--- src/rtl/serial_nibble_adder.sv ---
// serial_nibble_adder: WIDTH-bit adder that adds one carry-lookahead nibble per clock, LSB nibble first,
// with valid/ready handshakes on operands and result.
module serial_nibble_adder #(
    parameter int NIBBLES = 4,
    localparam int WIDTH = 4 * NIBBLES
) (
    input  logic             clk,
    input  logic             rst,
    input  logic             in_valid,
    output logic             in_ready,
    input  logic [WIDTH-1:0] a,
    input  logic [WIDTH-1:0] b,
    input  logic             cin,
    output logic             out_valid,
    input  logic             out_ready,
    output logic [WIDTH-1:0] sum,
    output logic             cout,
    output logic             ovf,
    output logic             busy
);
    localparam int IW = (NIBBLES > 1) ? $clog2(NIBBLES) : 1;
    localparam logic [IW-1:0] LAST = IW'(NIBBLES - 1);

    typedef enum logic [1:0] {IDLE, ADD, DONE} state_t;

    state_t           state_q;
    logic [IW-1:0]    idx_q;
    logic             carry_q;
    logic [WIDTH-1:0] a_q, b_q, sum_q;
    logic             cout_q, ovf_q, out_valid_q;
    logic [3:0]       na, nb, g, p, s_d;
    logic [4:0]       c_d;

    assign na = a_q[{idx_q, 2'b00} +: 4];
    assign nb = b_q[{idx_q, 2'b00} +: 4];
    assign g  = na & nb;
    assign p  = na ^ nb;
    // c_d[3] is the carry into the nibble's top bit, which on the last nibble is the MSB carry-in used for ovf
    assign c_d = {
        g[3] | (p[3] & g[2]) | (p[3] & p[2] & g[1]) | (p[3] & p[2] & p[1] & g[0]) | (&p & carry_q),
        g[2] | (p[2] & g[1]) | (p[2] & p[1] & g[0]) | (p[2] & p[1] & p[0] & carry_q),
        g[1] | (p[1] & g[0]) | (p[1] & p[0] & carry_q),
        g[0] | (p[0] & carry_q),
        carry_q
    };
    assign s_d = p ^ c_d[3:0];

    always_ff @(posedge clk or posedge rst) begin
        if (rst) begin
            state_q     <= IDLE;
            idx_q       <= '0;
            carry_q     <= 1'b0;
            a_q         <= '0;
            b_q         <= '0;
            sum_q       <= '0;
            cout_q      <= 1'b0;
            ovf_q       <= 1'b0;
            out_valid_q <= 1'b0;
        end else begin
            case (state_q)
                IDLE: if (in_valid) begin
                    a_q     <= a;
                    b_q     <= b;
                    carry_q <= cin;
                    idx_q   <= '0;
                    state_q <= ADD;
                end
                ADD: begin
                    sum_q[{idx_q, 2'b00} +: 4] <= s_d;
                    carry_q <= c_d[4];
                    if (idx_q == LAST) begin
                        cout_q      <= c_d[4];
                        ovf_q       <= c_d[4] ^ c_d[3];
                        out_valid_q <= 1'b1;
                        state_q     <= DONE;
                    end else begin
                        idx_q <= idx_q + 1'b1;
                    end
                end
                DONE: if (out_ready) begin
                    out_valid_q <= 1'b0;
                    state_q     <= IDLE;
                end
                default: state_q <= IDLE;
            endcase
        end
    end

    assign in_ready  = state_q == IDLE;
    assign busy      = state_q != IDLE;
    assign out_valid = out_valid_q;
    assign sum       = sum_q;
    assign cout      = cout_q;
    assign ovf       = ovf_q;
endmodule
--- config.mk ---
export PLATFORM = sky130hd
export DESIGN_NAME = serial_nibble_adder
export DESIGN_NICKNAME = d
export VERILOG_FILES = /design/src/rtl/serial_nibble_adder.sv
export SDC_FILE = /design/constraint.sdc
export NUM_CORES = 1
export LEC_CHECK = 0
export BUFFER_PORTS_ARGS = -buffer_cell sky130_fd_sc_hd__buf_4
export CORE_MARGIN = 1
export CORE_UTILIZATION = 50
export CTS_CLUSTER_DIAMETER = 150
export CTS_CLUSTER_SIZE = 24
export DETAILED_ROUTE_END_ITERATION = 8
export GPL_TIMING_DRIVEN = 0
export PLACE_DENSITY_LB_ADDON = 0.1
export SKIP_CTS_REPAIR_TIMING = 1
export SYNTH_ARGS = -nofsm -noshare
export SYNTH_HDL_FRONTEND = slang
export SYNTH_SLANG_ARGS = --single-unit
--- constraint.sdc ---
create_clock -name clk -period 3.53 [get_ports clk]
set_clock_uncertainty 0.2 [all_clocks]
set_input_delay 0.5295 -clock clk [delete_from_list [all_inputs] [get_ports clk]]
set_output_delay 0.5295 -clock clk [all_outputs]
set_load 0.05 [all_outputs]
# After elaboration in Yosys (flattened, before gate mapping)
# Index checks and enable logic that the tools add are counted.
[totals]
word_cells = 75
out_inout_bits = 21
reg_bits = 56
in_bits = 37
[classes]
add_sub_neg = 2
n_mux = 13
bitwise = 29
eq_ne = 7
shifts = 4
reduce_logical = 11
[ops]
columns = ["op", "count"]
rows = [
  ["16-bit by 5-bit indexed part select with 4-bit output", 2],
  ["16-bit bitwise mux", 1],
  ["4-bit by 6-bit variable shift with 16-bit output, first input constant", 1],
  ["4-bit by 6-bit indexed part select with 16-bit output", 1],
  ["1-bit bitwise AND", 15],
  ["2-bit 2-to-1 mux", 5],
  ["1-bit OR", 10],
  ["3-bit AND reduction", 3],
  ["2-bit inequality test, second input constant", 4],
  ["4-bit XOR", 2],
  ["4-bit negation with 6-bit output", 1],
  ["2-bit one-hot mux with 3 select lines", 1],
  ["2-bit AND reduction", 3],
  ["2-bit nonzero test", 3],
  ["4-bit bitwise AND", 1],
  ["2-bit equality test, second input constant", 2],
  ["1-bit one-hot mux with 2 select lines", 2],
  ["2-bit one-hot mux with 2 select lines", 1],
  ["4-bit AND reduction", 1],
  ["1-bit 2-to-1 mux", 3],
  ["2-bit by 1-bit adder with 2-bit output, second input constant", 1],
  ["2-bit by 1-bit equality test with 1-bit output, second input constant", 1],
  ["2-bit zero test", 1],
  ["1-bit XOR", 1],
]

# Depth between registers and ports, before layout
# Gate-level depths: netlist of run 1.
[depth]
ltp_word = 9
ltp_mapped = 7
depth_no_buf = 6

# Least setup slack after synthesis of run 1
# OpenSTA, ideal clock, no wires.
[synth_timing]
path_kind = "reg2reg"
from = "reg idx_q[0]"
to = "reg sum_q[11] (netlist: sum[11])"
t_arrival_ns = 2.386
setup_slack_ns = 0.823
period_less_slack_ns = 2.707
stages_incl_launch_ff = 8
setup_time_ns = 0.121
n_path_buf = 1
t_required_ns = 3.209
cell_sequence = "dfrtp_1 -> buf_2 -> mux4_2 -> ha_1 -> a211oi_2 -> o21bai_2 -> xor2_1 -> a22o_1"
[synth_between]
elab_chain_cells = 9
elab_cells_between_ends = 24
cone_classes = "add/sub: 1; shift: 4; mux: 1; bitwise: 18"
[synth_rtl]
columns = ["element", "line", "source"]
rows = [
  ["start, declared", "27", "logic [IW-1:0] idx_q;"],
  ["start signal, assigned", "77", "idx_q <= idx_q + 1'b1;"],
  ["16-bit by 5-bit indexed part select with 4-bit output, on equally long branches", "34, 35", ""],
  ["4-bit XOR or 4-bit bitwise AND (tied branches)", "37, 36", ""],
  ["1-bit bitwise AND", "41", "g[2] | (p[2] & g[1]) | (p[2] & p[1] & g[0]) | (p[2] & p[1] & p[0] & carry_q),"],
  ["1-bit OR or 1-bit bitwise AND (tied branches) (2 in a row)", "41", ""],
  ["1-bit OR", "41", ""],
  ["4-bit XOR", "46", "assign s_d = p ^ c_d[3:0];"],
  ["4-bit by 6-bit indexed part select with 16-bit output", "69", "sum_q[{idx_q, 2'b00} +: 4] <= s_d;"],
  ["16-bit bitwise mux *", "69", ""],
  ["end signal, assigned", "55", "sum_q <= '0;"],
  ["end signal, assigned by index", "69", ""],
  ["end, declared", "29", "logic [WIDTH-1:0] a_q, b_q, sum_q;"],
]
# Every way passes the cells marked *; elsewhere a longest branch is shown, timed or not.
# A chain may end at the register's enable or synchronous reset.

# Worst setup path in the final report of run 1
[layout_timing]
from = "reg idx_q[0]"
to = "reg sum_q[15] (netlist: sum[15])"
# Same word-level chain as after synthesis.

==> metrics.md, run 1 <==
| Metric | Value |
|---|---|
| Total GRT Usage | 0.195 |
| Final number of setup-violating endpoints | 0 |
| Synthesis-to-finish area growth | 23.3% |
| Most frequent cells in the layout | buf_4 (58), dfrtp_1 (56), mux2_4 (30) |
| CP Cell Sequence | buf_2, mux4_2, ha_1, a211oi_2, o21bai_2, xor2_1, a22o_1 |
| Peak Freq | 326 MHz |
| Status | finished, violations left |
| Worst hold margin | -0.00882 ns |
| Number of global-route vias before repair | 1,679 |
| Critical path endpoint category | flip-flop |
| Largest net degree at the start of global routing | 40 |
| Mapped Area | 2700 µm² |
| Simple-gate share of the synthesized area | 0.0505 |
| Total CTS buffers | 5 |
| Failing checks | negative hold slack |
| Seq cells post-synth | 56 |
| Crit path max fanout | 10 |
| Layout cells sized above 1 | 0.464 |
| Fin crit share | 0.869 |
| Total number of vias | 1,673 |
| CTS tree | yes |
| Routed Wire Length | 4900 µm |
| Die width | 75.5 µm |
| Core Area | 5140 µm² |
| Clock Sink Count | 56 |
| H-tree Lvls | 2 |
| Hold Fails Final Rpt | 17 |
| Vias/cell | 5.23 |
| First-pass GRT wire length | 7960 µm |
| Gr ovfl total | 0 |
| Row Count | 26 |
| Most common library cell in the layout ignoring fill and taps | buf_4 |
| Nets | 297 |
| Max Cap Viol | 0 |
| CP Class | flip-flop to flip-flop |
| Initial Util | 0.525 |
| Post-DP HPWL | 3670 µm |
| RePlAce Congestion | 0.743 |
| Bufs on Longest Clock Path | 2 |
| Cell chosen for the clock root | clkbuf_8 |
| Compound-Gate Fraction of Synth Area | 0.0880 |
| Drt pass-1 iters | 4 |
| Post-synthesis mux area share | 0.253 |
| Cells after synthesis | 184 |
| Die area | 5700 µm² |
| Signal arrival time at the worst endpoint | 3.12 ns |
| Measured slew at the worst slew-check pin | 0.625 ns |
| Initial DRC count | 86 |
| RSZ-0062 raised after global routing | false |
| Startpoint Class | flip-flop |
| Pins Over Slew Limit | 0 |
| Largest stage delay on the critical path | 0.60 ns |
| Inserted Diodes | 0 |
| Xor and xnor area share after synthesis | 0.00649 |
| Ports | 58 |
| Slowest cell on crit path | mux4_2 |
| Rel. slew slack | 0.583 |
| Mapped Nets | 232 |
| Avg Inst Size Synth | 14.7 µm² |
| Worst Hold Class | input pin to asynchronous set/reset pin |
| Post-route DRC | 0 |
| Seq/Total Area, Yosys | 0.519 |
| Clock Latency Late Sink | 0.31 ns |
| Final critical path time including I/O delays and setup | 3.07 ns |
| Die Y | 75.5 µm |
| Synth Area in Adders | 0.0538 |
| Routed WL per cell | 15.3 µm |
| Clock transition at path regs | 0.10 ns |
| Initial antenna violation count | 0 |
| CP required | 3.58 ns |
| Synth cell types | 33 |
| IO Port Bufs | 57 |
| Largest family of logic cells by synthesized area | multiplexers |
| Final setup TNS | 0 ns |
| ANT nets after route | 0 |
| Syn. warnings | 0 |
[metal layers]
metal | up-vias | global-route usage | routed length (µm)
met5 | - | 0 | 0
met2 | 37 | 0.317 | 2450
met4 | 0 | 0.0905 | 111
li1 | 795 | - | -
met1 | 831 | 0.260 | 2200
met3 | 10 | 0.0278 | 134
[registers in the layout, indices dropped and copies added (netlist names)]
name / cells
idx_q: 2
sum: 16
b_q: 16
out_valid: 1
a_q: 16
carry_q: 1
cout: 1
state_q: 2
ovf: 1
[final timing paths]
check | slack [ns] | depth (start not counted) | from | endpoint
min in group clk | 0.24 | 2 | a[3] | a_q[3]
max in group asynchronous | 2.60 | 3 | rst | a_q[4]
setup reg to reg | 0.46 | 7 | idx_q[0] | sum[15]
setup / recovery | 0.46 | 7 | idx_q[0] | sum[15]
hold / removal | -0.009 | 2 | rst | sum[13]
hold reg to reg | 0.31 | 1 | sum[14] | sum[14]
[final cells by class]
type,instances,area (µm²)
flip-flops and latches,56,1400
multi-input cells,115,1220
clock buffers,7,86.3
inverters,6,22.5
fillers,417,1810
clock inverters,1,7.51
repair buffers,58,448
plain buffers,7,55.1
well taps,70,87.6
[stage by stage]
stage	cells	worst slack, ns	hold WS [ns]	util	cell area (µm²)
floorplan	184	0.823	0.275	-	2700
global placement	311	0.467	0.287	0.626	3220
detailed placement	312	0.443	0.291	0.630	3240
CTS	320	0.416	-0.00356	0.648	3330
global route	320	0.245	0.0172	0.648	3330
finish	320	0.461	-0.00882	0.648	3330
[synth_stat cells, drive strengths merged]
cell type,n,share of area
nor3b,1,0.0028
a211oi,2,0.0074
ha,10,0.046
a31oi,1,0.0023
xor2,2,0.0065
nand2,10,0.014
a21oi,4,0.0074
o21bai,1,0.0042
buf,6,0.019
and3,2,0.0046
nor2,9,0.013
a22o,16,0.052
inv,6,0.0083
clkbuf,1,0.0014
nor3,1,0.0019
fa,1,0.0074
nor2b,1,0.0023
mux2i,2,0.0074
and2,1,0.0023
mux2,33,0.18
dfrtp,56,0.52
nand2b,1,0.0023
a22oi,1,0.0028
o21ai,5,0.0093
mux4,8,0.067
and3b,1,0.0032
nor4,1,0.0046
a21o,1,0.0028
[critical path, delay by kind of cell, from the launching register on]
| family | cells | cell delay, ns |
|---|---|---|
| flops | 1 | 0.45 |
| xor+xnor | 1 | 0.35 |
| compound gates | 3 | 0.67 |
| buf+inv | 1 | 0.38 |
| fa+ha+maj | 1 | 0.35 |
| mux | 1 | 0.60 |
[cells by family after synthesis]
group,Yosys count
DFF,56
muxes,43
AOI/OAI and AO/OA,31
and+or+nand+nor,28
buffers and inverters,13
adders and majority gates,11
xor gates and xnor gates,2
Power of run 1 is not shown: default switching activity piles up to over one toggle a cycle in this logic, so the estimate is an artifact.
==> inputs of run 2 (changes only) <==
- CORE_ASPECT_RATIO: default -> 0.5
==> run 2 against run 1 <==
Against the previous run:
- critical path type unchanged
- first-iteration DRC count fell by 55%
- setup slack worse by 0.070 ns
- worst hold slack better by 0.066 ns
- the flow now finishes without violations
- die area increased by 0.31%
- critical path depth did not move
- via count rose by 1.3%
==> metrics.md, run 2 (synthesized netlist as in run 1, its figures left out) <==
| Metric | Value |
|---|---|
| Fin crit share | 0.889 |
| RSZ-0062 raised after global routing | false |
| Most common library cell in the layout ignoring fill and taps | buf_4 |
| Final core utilization | 0.656 |
| ANT nets after route | 0 |
| Gr ovfl total | 0 |
| Row Count | 18 |
| CP Class | flip-flop to flip-flop |
| Max Cap Viol | 0 |
| First-pass GRT wire length | 8290 µm |
| Initial Util | 0.533 |
| Most frequent cells in the layout | buf_4 (58), dfrtp_1 (56), mux2_4 (30) |
| Status | completed |
| RePlAce Congestion | 0.737 |
| Startpoint Class | flip-flop |
| Routed Wire Length | 5050 µm |
| Layout cells sized above 1 | 0.460 |
| Inserted Diodes | 0 |
| Cell chosen for the clock root | clkbuf_8 |
| Clock Sink Count | 56 |
| Post-DP HPWL | 3800 µm |
| Die area | 5720 µm² |
| Ports | 58 |
| Die Y | 54.0 µm |
| Pins Over Slew Limit | 0 |
| Clock transition at path regs | 0.10 ns |
| Critical path endpoint category | flip-flop |
| Vias/cell | 5.30 |
| CP required | 3.58 ns |
| Crit path max fanout | 10 |
| Post-route DRC | 0 |
| Drt pass-1 iters | 4 |
| Hold Fails Final Rpt | 0 |
| Clock Latency Late Sink | 0.30 ns |
| Final number of setup-violating endpoints | 0 |
| Synthesis-to-finish area growth | 23.2% |
| Signal arrival time at the worst endpoint | 3.19 ns |
| Total CTS buffers | 5 |
| Number of global-route vias before repair | 1,663 |
| Largest net degree at the start of global routing | 33 |
| Peak Freq | 319 MHz |
| Initial DRC count | 39 |
| Final critical path time including I/O delays and setup | 3.14 ns |
| Die width | 106 µm |
| H-tree Lvls | 2 |
| Worst Hold Class | input pin to asynchronous set/reset pin |
| Final setup TNS | 0 ns |
| IO Port Bufs | 57 |
| Total GRT Usage | 0.199 |
| Bufs on Longest Clock Path | 2 |
| Total number of vias | 1,695 |
| Nets | 297 |
| Core Area | 5070 µm² |
| Routed WL per cell | 15.8 µm |
| Initial antenna violation count | 0 |
| Rel. slew slack | 0.558 |
| Post-route insts no fill | 320 |
| Measured slew at the worst slew-check pin | 0.663 ns |
| Placed cells | 312 |
| CTS tree | yes |
-- run 2: worst max-delay path: stages (launching register included) --
cell and delay [ns]:
dfrtp_1 0.46, buf_2 0.38, mux4_2 0.62, ha_1 0.36
a211oi_2 0.32, o21bai_2 0.15, xor2_1 0.39, a22o_1 0.20
-- run 2: final timing paths --
path | startpoint | end | slack [ns] | cells after the start
worst max-delay path | idx_q[0] | sum[11] | 0.39 | 7
worst min-delay path | rst | b_q[0] | 0.06 | 2
worst max register to register | idx_q[0] | sum[11] | 0.39 | 7
worst min register to register | sum[2] | sum[2] | 0.30 | 2
max in group asynchronous | rst | b_q[15] | 2.52 | 3
min in group clk | a[3] | a_q[3] | 0.25 | 2
-- run 2: cell type report --
class                           count  area, µm²
Buffer                              7       55.1
Clock buffer                        8       90.1
Fill cell                         400       1740
Inverter                            6       22.5
Multi-Input combinational cell    115       1220
Sequential cell                    56       1400
Tap cell                           70       87.6
Timing Repair Buffer               58        448
-- run 2: through the flow --
stage | area [µm²] | hold slack (ns) | setup slack [ns]
floorplan | 2700 | 0.275 | 0.823
global placement | 3220 | 0.285 | 0.431
detailed placement | 3240 | 0.281 | 0.388
CTS | 3330 | 0.0820 | 0.352
global route | 3330 | 0.0968 | 0.151
finish | 3330 | 0.0568 | 0.391
-- run 2: routing by layer --
layer	global-route usage	vias up	part of all wire
li1	-	808	-
met1	0.274	841	0.50
met2	0.320	41	0.45
met3	0.0496	5	0.043
met4	0.0556	0	0.0052
met5	0	-	0
Power of run 2 is left out for the same reason.
